<file path="src/rtl/uart_rx_capture.sv">
// 8N1 UART receiver with a first-word-fall-through byte FIFO and valid/ready output.
// Flags framing errors (stop bit low) and overruns (byte completed while FIFO full).
module uart_rx_capture #(
  parameter logic [31:0] CLK_FREQ_HZ = 32'd12_500_000,
  parameter int          BAUD        = 115200,
  parameter int          FIFO_DEPTH  = 16
) (
  input  logic                          clk,
  input  logic                          rstn,
  input  logic                          i_rx,
  output logic [7:0]                    o_data,
  output logic                          o_valid,
  input  logic                          i_ready,
  output logic                          o_frame_err,
  output logic                          o_overrun,
  output logic [$clog2(FIFO_DEPTH):0]   o_level
);

  localparam int DIV  = (int'(CLK_FREQ_HZ) + BAUD / 2) / BAUD;
  localparam int HALF = DIV / 2;
  localparam int CW   = $clog2(DIV);
  localparam int AW   = $clog2(FIFO_DEPTH);
  localparam int LW   = AW + 1;

  localparam logic [CW-1:0] DIV_M1  = CW'(DIV - 1);
  localparam logic [CW-1:0] HALF_M1 = CW'(HALF - 1);
  localparam logic [LW-1:0] DEPTH_L = LW'(FIFO_DEPTH);

  localparam logic [2:0] S_IDLE  = 3'd0;
  localparam logic [2:0] S_START = 3'd1;
  localparam logic [2:0] S_DATA  = 3'd2;
  localparam logic [2:0] S_STOP  = 3'd3;
  localparam logic [2:0] S_WAIT  = 3'd4;

  logic [1:0] sync_reg;
  logic [2:0] sync_chain;
  logic       rx_s;

  assign sync_chain = {sync_reg, i_rx};
  assign rx_s       = sync_reg[1];

  genvar gi;
  generate
    for (gi = 0; gi < 2; gi++) begin : g_sync
      always_ff @(posedge clk) begin
        if (!rstn) sync_reg[gi] <= 1'b1;
        else       sync_reg[gi] <= sync_chain[gi];
      end
    end
  endgenerate

  logic [2:0]    state_reg, state_next;
  logic [CW-1:0] cnt_reg, cnt_next;
  logic [2:0]    idx_reg, idx_next;
  logic [7:0]    shift_reg, shift_next;
  logic          frame_err_reg, frame_err_next;
  logic          overrun_reg, overrun_next;
  logic          push_req;
  logic          sample;

  assign sample = (cnt_reg == '0);

  always_comb begin
    state_next     = state_reg;
    cnt_next       = cnt_reg;
    idx_next       = idx_reg;
    shift_next     = shift_reg;
    frame_err_next = 1'b0;
    push_req       = 1'b0;
    if (state_reg != S_IDLE)
      cnt_next = sample ? DIV_M1 : cnt_reg - 1'b1;
    case (state_reg)
      S_IDLE: begin
        if (!rx_s) begin
          cnt_next   = HALF_M1;
          state_next = S_START;
        end
      end
      S_START: begin
        if (sample) begin
          if (rx_s) begin
            state_next = S_IDLE;
          end else begin
            idx_next   = 3'd0;
            state_next = S_DATA;
          end
        end
      end
      S_DATA: begin
        if (sample) begin
          shift_next = {rx_s, shift_reg[7:1]};
          idx_next   = idx_reg + 3'd1;
          if (idx_reg == 3'd7) state_next = S_STOP;
        end
      end
      S_STOP: begin
        if (sample) begin
          if (rx_s) begin
            push_req   = 1'b1;
            state_next = S_IDLE;
          end else begin
            frame_err_next = 1'b1;
            state_next     = S_WAIT;
          end
        end
      end
      S_WAIT: begin
        // Hold off until the line returns high so a long break is one error, not many.
        if (rx_s) state_next = S_IDLE;
      end
      default: state_next = S_IDLE;
    endcase
  end

  logic [7:0]    mem [FIFO_DEPTH];
  logic [AW-1:0] wr_ptr_reg, rd_ptr_reg;
  logic [LW-1:0] level_reg, level_next;
  logic          full, pop, push;

  assign full = (level_reg == DEPTH_L);
  assign pop  = o_valid & i_ready;
  // A pop in the same cycle frees the slot, so a full FIFO can still accept.
  assign push = push_req & (~full | pop);

  assign overrun_next = push_req & full & ~pop;

  always_comb begin
    level_next = level_reg;
    if (push && !pop)      level_next = level_reg + 1'b1;
    else if (pop && !push) level_next = level_reg - 1'b1;
  end

  always_ff @(posedge clk) begin
    if (!rstn) begin
      state_reg     <= S_IDLE;
      cnt_reg       <= '0;
      idx_reg       <= '0;
      shift_reg     <= '0;
      frame_err_reg <= 1'b0;
      overrun_reg   <= 1'b0;
      wr_ptr_reg    <= '0;
      rd_ptr_reg    <= '0;
      level_reg     <= '0;
    end else begin
      state_reg     <= state_next;
      cnt_reg       <= cnt_next;
      idx_reg       <= idx_next;
      shift_reg     <= shift_next;
      frame_err_reg <= frame_err_next;
      overrun_reg   <= overrun_next;
      level_reg     <= level_next;
      if (push) wr_ptr_reg <= wr_ptr_reg + 1'b1;
      if (pop)  rd_ptr_reg <= rd_ptr_reg + 1'b1;
    end
  end

  always_ff @(posedge clk) begin
    if (push) mem[wr_ptr_reg] <= shift_reg;
  end

  assign o_valid     = (level_reg != '0);
  assign o_data      = o_valid ? mem[rd_ptr_reg] : 8'h00;
  assign o_level     = level_reg;
  assign o_frame_err = frame_err_reg;
  assign o_overrun   = overrun_reg;

endmodule

</file>
<file path="config.mk">
export PLATFORM = sky130hd
export DESIGN_NAME = uart_rx_capture
export DESIGN_NICKNAME = d
export VERILOG_FILES = /design/src/rtl/uart_rx_capture.sv
export SDC_FILE = /design/constraint.sdc
export NUM_CORES = 1
export LEC_CHECK = 0
export CAP_MARGIN = 0
export CORE_MARGIN = 3
export CORE_UTILIZATION = 45
export DETAILED_ROUTE_END_ITERATION = 8
export PLACE_DENSITY_LB_ADDON = 0.08
export SYNTH_ARGS = -nofsm -noshare
export SYNTH_HDL_FRONTEND = slang
export SYNTH_SLANG_ARGS = --single-unit
</file>
<file path="constraint.sdc">
create_clock -name clk -period 3.3 [get_ports clk]
set_clock_uncertainty 0.15 [all_clocks]
set_input_delay 0.33 -clock clk [delete_from_list [all_inputs] [get_ports clk]]
set_output_delay 0.33 -clock clk [all_outputs]
set_load 0.005 [all_outputs]
</file>
==> results of run 1 <==
worst paths after layout:
| kind | depth (start not counted) | slack (ns) | start | endpoint |
|---|---|---|---|---|
| hold / removal | 1 | 0.26 | sync_chain[1] | rx_s |
| hold reg to reg | 1 | 0.26 | sync_chain[1] | rx_s |
| setup reg to reg | 12 | 0.11 | cnt_reg[0] | o_level[4] |
| setup / recovery | 12 | 0.11 | cnt_reg[0] | o_level[4] |
stage by stage:
stage                       util  worst slack, ns  hold slack (ns)  setup TNS [ns]  power [mW]
final                     0.5308           0.1131           0.2601               0       5.958
after global routing      0.5308         -0.02776           0.2883        -0.02776       6.288
after CTS                 0.5301          0.06109           0.2644               0       5.999
after detailed placement  0.4946           0.1581           0.2502               0       4.169
after global placement    0.4946           0.2426           0.2453               0       4.151
after floorplan                -           0.1055           0.2363               0       3.573
routing by layer:
metal,global-route usage,vias to the layer above,share of wire
met3,0.03752,8,0.044
met5,0,-,0
met1,0.2203,1953,0.44
li1,-,1831,-
met2,0.2782,75,0.51
met4,0.05543,0,0.0090
cells in the mapped netlist (3+ instances only):
master / n
sky130_fd_sc_hd__o21ai_0: 6
sky130_fd_sc_hd__edfxtp_1: 128
sky130_fd_sc_hd__xor2_1: 4
sky130_fd_sc_hd__and4b_1: 8
sky130_fd_sc_hd__o31ai_1: 5
sky130_fd_sc_hd__nand2b_1: 4
sky130_fd_sc_hd__nor2_1: 29
sky130_fd_sc_hd__or3_1: 3
sky130_fd_sc_hd__clkbuf_1: 22
sky130_fd_sc_hd__buf_2: 5
sky130_fd_sc_hd__ha_1: 14
sky130_fd_sc_hd__o21a_1: 8
sky130_fd_sc_hd__or4_1: 3
sky130_fd_sc_hd__nand3_1: 8
sky130_fd_sc_hd__nand2_1: 10
sky130_fd_sc_hd__a21oi_1: 15
sky130_fd_sc_hd__dfxtp_1: 42
sky130_fd_sc_hd__nor3_1: 7
sky130_fd_sc_hd__mux2i_1: 22
sky130_fd_sc_hd__mux4_2: 32
sky130_fd_sc_hd__inv_1: 11
sky130_fd_sc_hd__and4_1: 4
sky130_fd_sc_hd__a211oi_1: 17
sky130_fd_sc_hd__nor2b_1: 11
kinds of logic after synthesis:
kind of cell | Yosys count | share of synthesized area
flops | 170 | 0.6610
simple gates | 107 | 0.09110
compound gates | 64 | 0.06038
mux | 54 | 0.1328
buf+inv | 38 | 0.02101
fa+ha+maj | 15 | 0.02754
xor+xnor | 5 | 0.006179
power groups by stage:
stage	registers (mW)	clock network, mW	logic [mW]
floorplan	2.49	0	1.09
global placement	2.54	0	1.61
detailed placement	2.55	0	1.62
CTS	2.50	1.87	1.63
global route	2.52	1.96	1.81
finish	2.50	1.82	1.64
area by class of cell:
type                       count  area (um2)  area share
timing repair buffer          31       317.8     0.03909
clock inverter                 9       76.32    0.009389
tap                          211       264.0     0.03248
clock buffer                  23       467.9     0.05757
inverter                      11       41.29    0.005079
sequential                   170        4688      0.5767
multi-input combinational    245        2273      0.2797
worst reg2reg max path, cell delays in order, from the launching register on:
cell                      delay (ns)
sky130_fd_sc_hd__dfxtp_1        0.33
sky130_fd_sc_hd__inv_1          0.10
sky130_fd_sc_hd__ha_1           0.16
sky130_fd_sc_hd__or4b_4         0.50
sky130_fd_sc_hd__or3_4          0.38
sky130_fd_sc_hd__nor2_4         0.13
sky130_fd_sc_hd__ha_1           0.19
sky130_fd_sc_hd__inv_1          0.13
sky130_fd_sc_hd__ha_1           0.36
sky130_fd_sc_hd__a21oi_2        0.20
sky130_fd_sc_hd__nand3_1        0.14
sky130_fd_sc_hd__a21oi_2        0.17
sky130_fd_sc_hd__mux2i_1        0.19
==> impl_metrics.xml, run 1 <==
<?xml version="1.0" encoding="UTF-8"?>
<metrics>
  <group name="outcome">
    <metric name="run_status" unit="">finished, final reports clean</metric>
  </group>
  <group name="layout">
    <metric name="drive_gt1_frac" unit="">0.1697</metric>
    <metric name="layout.cell_area.non_filler" unit="mm2">0.008129</metric>
    <metric name="flip_flop_count_of_the_largest_register_all_copies_and_words_added" unit="">128</metric>
    <metric name="fillCellCount" unit="">1253</metric>
    <metric name="final_nets" unit="">495</metric>
    <metric name="num_antenna_cells" unit="">0</metric>
    <metric name="layout_cells_excl_fill" unit="">700</metric>
    <metric name="final_common_cell" unit="">sky130_fd_sc_hd__edfxtp_1</metric>
    <metric name="mostFrequentLayoutCells" unit="">sky130_fd_sc_hd__edfxtp_1 (128), sky130_fd_sc_hd__dfxtp_1 (41), sky130_fd_sc_hd__mux4_2 (32), sky130_fd_sc_hd__nor2_1 (29), sky130_fd_sc_hd__mux2i_1 (22)</metric>
    <metric name="area_overhead_of_the_layout_relative_to_synthesis" unit="%">14.71</metric>
  </group>
  <group name="critical_path">
    <metric name="path_cells" unit="">inv_1 -&gt; ha_1 -&gt; or4b_4 -&gt; or3_4 -&gt; nor2_4 -&gt; ha_1 -&gt; inv_1 -&gt; ha_1 -&gt; a21oi_2 -&gt; nand3_1 -&gt; a21oi_2 -&gt; mux2i_1</metric>
    <metric name="setup.worst_path.end_class" unit="">register</metric>
    <metric name="cp_slowest_stage_delay" unit="ns">0.50</metric>
    <metric name="arrival" unit="ns">3.38</metric>
    <metric name="worst_path_max_delay_cell" unit="">sky130_fd_sc_hd__or4b_4</metric>
    <metric name="maximum_fanout_encountered_on_the_critical_timing_path" unit="">6</metric>
    <metric name="cp.required" unit="ns">3.49</metric>
    <metric name="path_class" unit="">register to register</metric>
    <metric name="cpLargestDelayFamily" unit="">simple AND/OR/NAND/NOR gates</metric>
    <metric name="crit_path_frequent_cell" unit="">sky130_fd_sc_hd__ha_1</metric>
    <metric name="startpoint_class" unit="">register</metric>
    <metric name="critical_path_buf_inv_count" unit="">2</metric>
  </group>
  <group name="detailed_routing">
    <metric name="dr_total_vias" unit="">3867</metric>
    <metric name="post_drt_wl_per_cell" unit="um">19.51</metric>
    <metric name="remaining_drc_errors" unit="">0</metric>
    <metric name="initial_drt_pass_iterations" unit="">4</metric>
    <metric name="detail_route.vias_per_cell" unit="">5.524</metric>
    <metric name="drt.antenna.violating_nets" unit="">0</metric>
    <metric name="drtIter0Drc" unit="">354</metric>
    <metric name="route.final.wire_length" unit="mm">13.66</metric>
  </group>
  <group name="power">
    <metric name="pwr-share-clk" unit="">0.306</metric>
    <metric name="power.share.combinational" unit="">0.275</metric>
    <metric name="share_seq_of_total_power" unit="">0.420</metric>
    <metric name="p_leak" unit="nW">2.729</metric>
    <metric name="power.switching_fraction" unit="">0.2857</metric>
    <metric name="power.net_switching" unit="mW">1.702</metric>
    <metric name="cell_internal_pwr" unit="mW">4.256</metric>
    <metric name="max-vdd-ir-drop" unit="mV">0.4638</metric>
    <metric name="pwr_density_cell" unit="mW/mm2">732.9</metric>
  </group>
  <group name="sta">
    <metric name="drv_slew" unit="">0</metric>
    <metric name="tightest_slew" unit="ns">0.7694</metric>
    <metric name="setup_viol" unit="">0</metric>
    <metric name="timing.max_slew.rel_slack" unit="">0.4865</metric>
    <metric name="achievable-frequency" unit="GHz">0.3138</metric>
    <metric name="timing.final.crit_share" unit="">0.9657</metric>
    <metric name="layout_min_cycle_time" unit="ns">3.187</metric>
    <metric name="finalHoldViolCount" unit="">0</metric>
  </group>
  <group name="clock_network">
    <metric name="cts.sinks" unit="">170</metric>
    <metric name="cts_setup_buffers" unit="">0</metric>
    <metric name="max-clock-path-buffers" unit="">2</metric>
    <metric name="clk-insertion-delay-late" unit="ns">0.41</metric>
    <metric name="clock_buffer_count_from_cts" unit="">17</metric>
    <metric name="cts_htree_levels" unit="">4</metric>
    <metric name="tritoncts" unit="">built</metric>
    <metric name="clock_root_buffer_master" unit="">sky130_fd_sc_hd__clkbuf_16</metric>
    <metric name="post_cts_hold_buffer_count" unit="">0</metric>
    <metric name="cts-resized-gates" unit="">0</metric>
    <metric name="clk_pin_slew_worst_paths" unit="ns">0.06</metric>
  </group>
  <group name="placed_design">
    <metric name="post-dp-hpwl" unit="mm">8.847</metric>
    <metric name="place_congestion" unit="">0.8266</metric>
    <metric name="place_inst" unit="">668</metric>
    <metric name="placement.io_buffers" unit="">19</metric>
    <metric name="placement.cell_area" unit="mm2">0.007575</metric>
  </group>
  <group name="logic_synthesis">
    <metric name="ys.flop_type" unit="">sky130_fd_sc_hd__edfxtp_1</metric>
    <metric name="synth_top_cell_by_area" unit="">sky130_fd_sc_hd__edfxtp_1</metric>
    <metric name="synthesis.instances" unit="">453</metric>
    <metric name="post_synth_num_cell_types" unit="">51</metric>
    <metric name="ys_async_sr_fraction" unit="">0</metric>
    <metric name="synth_warnings" unit="">0</metric>
    <metric name="synthesis.nets" unit="">472</metric>
    <metric name="syn_avg_cell_area" unit="um2">15.64</metric>
    <metric name="yosys_register_bits" unit="">170</metric>
    <metric name="post_synth_instance_area" unit="mm2">0.007087</metric>
    <metric name="synth_enable_flop_cells" unit="">128</metric>
    <metric name="post_synth_main_area_contributors" unit="">sky130_fd_sc_hd__edfxtp_1 (54%), sky130_fd_sc_hd__dfxtp_1 (12%), sky130_fd_sc_hd__mux4_2 (10%), sky130_fd_sc_hd__mux2i_1 (3.1%), sky130_fd_sc_hd__ha_1 (2.5%)</metric>
    <metric name="yosysTopAreaCellShare" unit="">0.5424</metric>
    <metric name="sequential_element_share_of_the_synthesized_area" unit="">0.6610</metric>
  </group>
  <group name="worst_hold_path">
    <metric name="min_path_type" unit="">register to register</metric>
  </group>
  <group name="die">
    <metric name="initial_core_util" unit="">0.4627</metric>
    <metric name="site_rows" unit="">45</metric>
    <metric name="die_area" unit="mm2">0.01729</metric>
    <metric name="io_pins" unit="">20</metric>
    <metric name="die_h" unit="um">131.5</metric>
    <metric name="core_footprint" unit="mm2">0.01531</metric>
    <metric name="die_x" unit="um">131.5</metric>
  </group>
  <group name="global_route">
    <metric name="first_global_vias" unit="">4009</metric>
    <metric name="grt_util_all_layers" unit="">0.1677</metric>
    <metric name="grt_antenna_before_repair" unit="">0</metric>
    <metric name="grt_start_max_net_pins" unit="">33</metric>
    <metric name="grt_overflow_total" unit="">0</metric>
    <metric name="grt_first_pass_wirelength" unit="mm">22.20</metric>
  </group>
  <group name="job">
    <metric name="drv.max_cap_violation_count" unit="">0</metric>
  </group>
</metrics>
Note: power is estimated with default switching activity, not from simulation.
==> inputs of run 2 (changes only) <==
- CTS_BUF_LIST: unset -> sky130_fd_sc_hd__clkbuf_16
==> run 2 against run 1 <==
  * Maximum frequency up 0.24%
  * Worst setup slack better by 0.0075 ns
  * Sequential power hardly changed
  * Count of clock-buffer cells in the layout is 6 lower
  * Cell area fell by 0.25%
  * Core utilization is 0.13 points lower
  * Wire length up 0.27%
  * First-iteration DRC count decreased by 6.5%
  * Die area did not move
  * Critical path type unchanged
  * Largest cell class unchanged
  * Highest routed layer unchanged
==> impl_metrics.xml, run 2 (synthesized netlist as in run 1, its figures left out) <==
<?xml version="1.0" encoding="UTF-8"?>
<metrics>
  <group name="outcome">
    <metric name="run_status" unit="">finished, final reports clean</metric>
  </group>
  <group name="power">
    <metric name="p_leak" unit="nW">2.735</metric>
    <metric name="power.switching_fraction" unit="">0.2893</metric>
    <metric name="max-vdd-ir-drop" unit="mV">0.4656</metric>
    <metric name="cell_internal_pwr" unit="mW">4.197</metric>
    <metric name="power.share.combinational" unit="">0.277</metric>
    <metric name="power.net_switching" unit="mW">1.708</metric>
    <metric name="pwr_density_cell" unit="mW/mm2">728.2</metric>
    <metric name="total_power" unit="mW">5.905</metric>
    <metric name="pwr-share-clk" unit="">0.299</metric>
    <metric name="share_seq_of_total_power" unit="">0.424</metric>
  </group>
  <group name="critical_path">
    <metric name="cp.required" unit="ns">3.49</metric>
    <metric name="startpoint_class" unit="">register</metric>
    <metric name="setup.worst_path.end_class" unit="">register</metric>
    <metric name="maximum_fanout_encountered_on_the_critical_timing_path" unit="">6</metric>
    <metric name="path_class" unit="">register to register</metric>
    <metric name="arrival" unit="ns">3.37</metric>
  </group>
  <group name="sta">
    <metric name="finalSetupTns" unit="ns">0</metric>
    <metric name="timing.max_slew.rel_slack" unit="">0.4913</metric>
    <metric name="timing.final.crit_share" unit="">0.9635</metric>
    <metric name="setup_viol" unit="">0</metric>
    <metric name="tightest_slew" unit="ns">0.7622</metric>
    <metric name="finalHoldViolCount" unit="">0</metric>
    <metric name="drv_slew" unit="">0</metric>
    <metric name="layout_min_cycle_time" unit="ns">3.179</metric>
    <metric name="achievable-frequency" unit="GHz">0.3145</metric>
  </group>
  <group name="detailed_routing">
    <metric name="detail_route.vias_per_cell" unit="">5.609</metric>
    <metric name="remaining_drc_errors" unit="">0</metric>
    <metric name="dr_total_vias" unit="">3926</metric>
    <metric name="initial_drt_pass_iterations" unit="">4</metric>
    <metric name="route.final.wire_length" unit="mm">13.70</metric>
    <metric name="post_drt_wl_per_cell" unit="um">19.57</metric>
    <metric name="drt.antenna.violating_nets" unit="">0</metric>
    <metric name="drtIter0Drc" unit="">331</metric>
  </group>
  <group name="placed_design">
    <metric name="placement.io_buffers" unit="">19</metric>
    <metric name="post-dp-hpwl" unit="mm">8.847</metric>
    <metric name="place_congestion" unit="">0.8266</metric>
  </group>
  <group name="clock_network">
    <metric name="cts.sinks" unit="">170</metric>
    <metric name="cts_setup_buffers" unit="">0</metric>
    <metric name="clk-insertion-delay-late" unit="ns">0.41</metric>
    <metric name="clk_pin_slew_worst_paths" unit="ns">0.06</metric>
    <metric name="cts_htree_levels" unit="">4</metric>
    <metric name="tritoncts" unit="">built</metric>
    <metric name="clock_buffer_count_from_cts" unit="">17</metric>
    <metric name="max-clock-path-buffers" unit="">2</metric>
    <metric name="clock_root_buffer_master" unit="">sky130_fd_sc_hd__clkbuf_16</metric>
  </group>
  <group name="global_route">
    <metric name="grt_first_pass_wirelength" unit="mm">22.28</metric>
    <metric name="grt_overflow_total" unit="">0</metric>
    <metric name="grt_start_max_net_pins" unit="">33</metric>
    <metric name="first_global_vias" unit="">4011</metric>
    <metric name="grt_antenna_before_repair" unit="">0</metric>
    <metric name="grt_util_all_layers" unit="">0.1682</metric>
  </group>
  <group name="layout">
    <metric name="final_common_cell" unit="">sky130_fd_sc_hd__edfxtp_1</metric>
    <metric name="num_antenna_cells" unit="">0</metric>
    <metric name="flip_flop_count_of_the_largest_register_all_copies_and_words_added" unit="">128</metric>
    <metric name="final_nets" unit="">495</metric>
    <metric name="area_overhead_of_the_layout_relative_to_synthesis" unit="%">14.42</metric>
    <metric name="drive_gt1_frac" unit="">0.1656</metric>
    <metric name="mostFrequentLayoutCells" unit="">sky130_fd_sc_hd__edfxtp_1 (128), sky130_fd_sc_hd__dfxtp_1 (41), sky130_fd_sc_hd__mux4_2 (32), sky130_fd_sc_hd__nor2_1 (29), sky130_fd_sc_hd__mux2i_1 (22)</metric>
  </group>
  <group name="job">
    <metric name="drv.max_cap_violation_count" unit="">0</metric>
  </group>
  <group name="die">
    <metric name="die_h" unit="um">131.5</metric>
    <metric name="die_area" unit="mm2">0.01729</metric>
    <metric name="io_pins" unit="">20</metric>
    <metric name="core_footprint" unit="mm2">0.01531</metric>
    <metric name="die_x" unit="um">131.5</metric>
    <metric name="site_rows" unit="">45</metric>
    <metric name="initial_core_util" unit="">0.4627</metric>
  </group>
  <group name="worst_hold_path">
    <metric name="min_path_type" unit="">register to register</metric>
  </group>
</metrics>
## run 2: cell types whose count changed in the layout (fill, tap and decap cells not counted)
| cell | before | now |
|---|---|---|
| sky130_fd_sc_hd__clkbuf_8 | 2 | 0 |
| sky130_fd_sc_hd__inv_1 | 11 | 15 |
| sky130_fd_sc_hd__clkinv_1 | 2 | 4 |
| sky130_fd_sc_hd__clkbuf_1 | 4 | 0 |
## run 2: layout make-up
class                      instances  area, um2
clock buffer                      17      425.4
clock inverter                    15      98.84
fill                            1255       7206
inverter                          11      41.29
multi-input combinational        245       2273
sequential                       170       4688
tap                              211      264.0
timing repair buffer              31      317.8
## run 2: final timing paths
kind | end | slack, ns | from | cells after the start
max | o_level[4] | 0.12 | cnt_reg[0] | 12
min | rx_s | 0.26 | sync_chain[1] | 1
max reg2reg | o_level[4] | 0.12 | cnt_reg[0] | 12
min reg2reg | rx_s | 0.26 | sync_chain[1] | 1
## run 2: routing by layer
layer  share of wire  vias up  wire [um]  global-route usage
met5               0        -          0                   0
met4           0.015        0        201             0.05543
met3           0.037       18        512             0.03943
met2            0.50       82       6833              0.2779
met1            0.45     1995       6150              0.2208
li1                -     1831          -                   -
## run 2: worst max-delay path, stage by stage, from the launching register on
cell and delay, ns:
sky130_fd_sc_hd__dfxtp_1 0.33, sky130_fd_sc_hd__inv_1 0.10, sky130_fd_sc_hd__ha_1 0.16, sky130_fd_sc_hd__or4b_4 0.49, sky130_fd_sc_hd__or3_4 0.38, sky130_fd_sc_hd__nor2_4 0.13, sky130_fd_sc_hd__ha_1 0.19, sky130_fd_sc_hd__inv_1 0.13
sky130_fd_sc_hd__ha_1 0.36, sky130_fd_sc_hd__a21oi_2 0.20, sky130_fd_sc_hd__nand3_1 0.13, sky130_fd_sc_hd__a21oi_2 0.17, sky130_fd_sc_hd__mux2i_1 0.19
## run 2: metrics by stage
stage                       util  setup slack [ns]  area, um2  cells  hold slack, ns
after floorplan                -            0.1055       7087    453          0.2363
after global placement    0.4946            0.2426       7575    668          0.2453
after detailed placement  0.4946            0.1581       7575    668          0.2502
after CTS                 0.5288           0.06112       8099    700          0.2644
after global routing      0.5295          -0.02776       8109    700          0.2883
final                     0.5295            0.1206       8109    700          0.2601
## run 2: what timing repair did
item,4_1_cts,5_1_grt
resized for setup,0,3
setup endpoints to repair,0,2
hold buffers,0,0
## run 2: power groups by stage
stage | sequential, mW | combinational, mW | clock, mW
final | 2.50 | 1.63 | 1.77
after global routing | 2.52 | 1.81 | 1.90
after CTS | 2.50 | 1.63 | 1.81
after detailed placement | 2.55 | 1.62 | 0
after global placement | 2.54 | 1.61 | 0
after floorplan | 2.49 | 1.09 | 0
==> inputs of run 3 (changes only) <==
- CTS_BUF_LIST: sky130_fd_sc_hd__clkbuf_16 -> sky130_fd_sc_hd__clkbuf_8 sky130_fd_sc_hd__clkbuf_16
==> run 3 against run 2 <==
  * Die area is the same
  * Final cell count unchanged
  * First-iteration DRC count stayed put
  * Global-route usage is essentially flat
  * Critical path depth unchanged
  * Non-clock buffer count unchanged
  * Critical endpoint unchanged
==> impl_metrics.xml, run 3 (synthesized netlist as in run 1, its figures left out) <==
<?xml version="1.0" encoding="UTF-8"?>
<metrics>
  <group name="layout">
    <metric name="layout.cell_area.non_filler" unit="mm2">0.008129</metric>
    <metric name="layout_cells_excl_fill" unit="">700</metric>
    <metric name="final_nets" unit="">495</metric>
    <metric name="mostFrequentLayoutCells" unit="">sky130_fd_sc_hd__edfxtp_1 (128), sky130_fd_sc_hd__dfxtp_1 (41), sky130_fd_sc_hd__mux4_2 (32), sky130_fd_sc_hd__nor2_1 (29), sky130_fd_sc_hd__mux2i_1 (22)</metric>
    <metric name="flip_flop_count_of_the_largest_register_all_copies_and_words_added" unit="">128</metric>
    <metric name="final_common_cell" unit="">sky130_fd_sc_hd__edfxtp_1</metric>
    <metric name="area_overhead_of_the_layout_relative_to_synthesis" unit="%">14.71</metric>
    <metric name="num_antenna_cells" unit="">0</metric>
    <metric name="drive_gt1_frac" unit="">0.1697</metric>
  </group>
  <group name="detailed_routing">
    <metric name="post_drt_wl_per_cell" unit="um">19.53</metric>
    <metric name="drt.antenna.violating_nets" unit="">0</metric>
    <metric name="detail_route.vias_per_cell" unit="">5.541</metric>
    <metric name="route.final.wire_length" unit="mm">13.67</metric>
    <metric name="dr_total_vias" unit="">3879</metric>
    <metric name="remaining_drc_errors" unit="">0</metric>
    <metric name="initial_drt_pass_iterations" unit="">4</metric>
    <metric name="drtIter0Drc" unit="">331</metric>
  </group>
  <group name="sta">
    <metric name="final.setup.worst_slack" unit="ns">0.1097</metric>
    <metric name="finalHoldViolCount" unit="">0</metric>
    <metric name="finalSetupTns" unit="ns">0</metric>
    <metric name="timing.final.crit_share" unit="">0.9668</metric>
    <metric name="tightest_slew" unit="ns">0.7767</metric>
    <metric name="layout_min_cycle_time" unit="ns">3.190</metric>
    <metric name="setup_viol" unit="">0</metric>
    <metric name="timing.max_slew.rel_slack" unit="">0.4816</metric>
    <metric name="achievable-frequency" unit="GHz">0.3135</metric>
    <metric name="drv_slew" unit="">0</metric>
  </group>
  <group name="die">
    <metric name="core_footprint" unit="mm2">0.01531</metric>
    <metric name="die_x" unit="um">131.5</metric>
    <metric name="io_pins" unit="">20</metric>
    <metric name="die_h" unit="um">131.5</metric>
    <metric name="site_rows" unit="">45</metric>
    <metric name="die_area" unit="mm2">0.01729</metric>
    <metric name="initial_core_util" unit="">0.4627</metric>
  </group>
  <group name="placed_design">
    <metric name="place_inst" unit="">668</metric>
    <metric name="placement.io_buffers" unit="">19</metric>
    <metric name="placement.cell_area" unit="mm2">0.007575</metric>
    <metric name="post-dp-hpwl" unit="mm">8.847</metric>
    <metric name="placement.setup.worst_slack" unit="ns">0.1581</metric>
    <metric name="place_congestion" unit="">0.8266</metric>
  </group>
  <group name="critical_path">
    <metric name="cp.required" unit="ns">3.49</metric>
    <metric name="critical_path_buf_inv_count" unit="">2</metric>
    <metric name="startpoint_class" unit="">register</metric>
    <metric name="path_class" unit="">register to register</metric>
    <metric name="worst_path_max_delay_cell" unit="">sky130_fd_sc_hd__or4b_4</metric>
    <metric name="cp_slowest_stage_delay" unit="ns">0.50</metric>
    <metric name="maximum_fanout_encountered_on_the_critical_timing_path" unit="">6</metric>
    <metric name="cpLargestDelayFamily" unit="">simple AND/OR/NAND/NOR gates</metric>
    <metric name="setup.worst_path.end_class" unit="">register</metric>
    <metric name="crit_path_frequent_cell" unit="">sky130_fd_sc_hd__ha_1</metric>
    <metric name="path_cells" unit="">inv_1 -&gt; ha_1 -&gt; or4b_4 -&gt; or3_4 -&gt; nor2_4 -&gt; ha_1 -&gt; inv_1 -&gt; ha_1 -&gt; a21oi_2 -&gt; nand3_1 -&gt; a21oi_2 -&gt; mux2i_1</metric>
    <metric name="arrival" unit="ns">3.38</metric>
  </group>
  <group name="global_route">
    <metric name="grt_overflow_total" unit="">0</metric>
    <metric name="grt_first_pass_wirelength" unit="mm">22.25</metric>
    <metric name="grt_antenna_before_repair" unit="">0</metric>
    <metric name="grt_util_all_layers" unit="">0.1680</metric>
    <metric name="grt_start_max_net_pins" unit="">33</metric>
    <metric name="first_global_vias" unit="">4007</metric>
  </group>
  <group name="clock_network">
    <metric name="cts.sinks" unit="">170</metric>
    <metric name="clk_pin_slew_worst_paths" unit="ns">0.06</metric>
    <metric name="cts_htree_levels" unit="">4</metric>
    <metric name="post_cts_hold_buffer_count" unit="">0</metric>
    <metric name="clock_root_buffer_master" unit="">sky130_fd_sc_hd__clkbuf_16</metric>
    <metric name="clk-insertion-delay-late" unit="ns">0.41</metric>
    <metric name="max-clock-path-buffers" unit="">2</metric>
    <metric name="clock_buffer_count_from_cts" unit="">17</metric>
    <metric name="tritoncts" unit="">built</metric>
    <metric name="cts_setup_buffers" unit="">0</metric>
  </group>
  <group name="power">
    <metric name="max-vdd-ir-drop" unit="mV">0.4633</metric>
    <metric name="total_power" unit="mW">5.949</metric>
    <metric name="pwr_density_cell" unit="mW/mm2">731.8</metric>
    <metric name="p_leak" unit="nW">2.746</metric>
  </group>
  <group name="job">
    <metric name="drv.max_cap_violation_count" unit="">0</metric>
  </group>
  <group name="outcome">
    <metric name="run_status" unit="">finished, final reports clean</metric>
  </group>
  <group name="worst_hold_path">
    <metric name="min_path_type" unit="">register to register</metric>
  </group>
</metrics>
[run 3: layer usage]
metal  track usage  part of all wire  vias up
li1              -                 -     1836
met1        0.2211              0.45     1974
met2        0.2782              0.51       65
met3       0.03752             0.034        4
met4       0.05543            0.0065        0
met5             0                 0        -
[run 3: repair_timing]
item	in CTS	in global routing
setup endpoints to repair	0	2
gates resized for setup	0	3
endpoints found under the hold margin	0	0
[run 3: where the power goes]
part           internal (mW)  total, mW  switching [mW]
Clock                   1.06       1.81           0.755
Combinational          0.820       1.63           0.815
Sequential              2.37       2.50           0.136
Total                   4.24       5.95            1.71
[run 3: final cells by class]
cell class,instances,area (um2)
Fill cell,1253,7186
Sequential cell,170,4688
Multi-Input combinational cell,245,2273
Clock buffer,19,452.9
Timing Repair Buffer,31,317.8
Tap cell,211,264.0
Clock inverter,13,91.34
Inverter,11,41.29
[run 3: worst paths after layout]
path / start / end / slack [ns] / depth (start not counted)
worst min-delay path: sync_chain[1] / rx_s / 0.26 / 1
worst max-delay path: cnt_reg[0] / o_level[4] / 0.11 / 12
worst min register to register: sync_chain[1] / rx_s / 0.26 / 1
worst max register to register: cnt_reg[0] / o_level[4] / 0.11 / 12
[run 3: through the flow]
| stage | utilization | hold WS (ns) |
|---|---|---|
| after global routing | 0.5308 | 0.2883 |
| after floorplan | - | 0.2363 |
| final | 0.5308 | 0.2601 |
| after global placement | 0.4946 | 0.2453 |
| after detailed placement | 0.4946 | 0.2502 |
| after CTS | 0.5301 | 0.2644 |
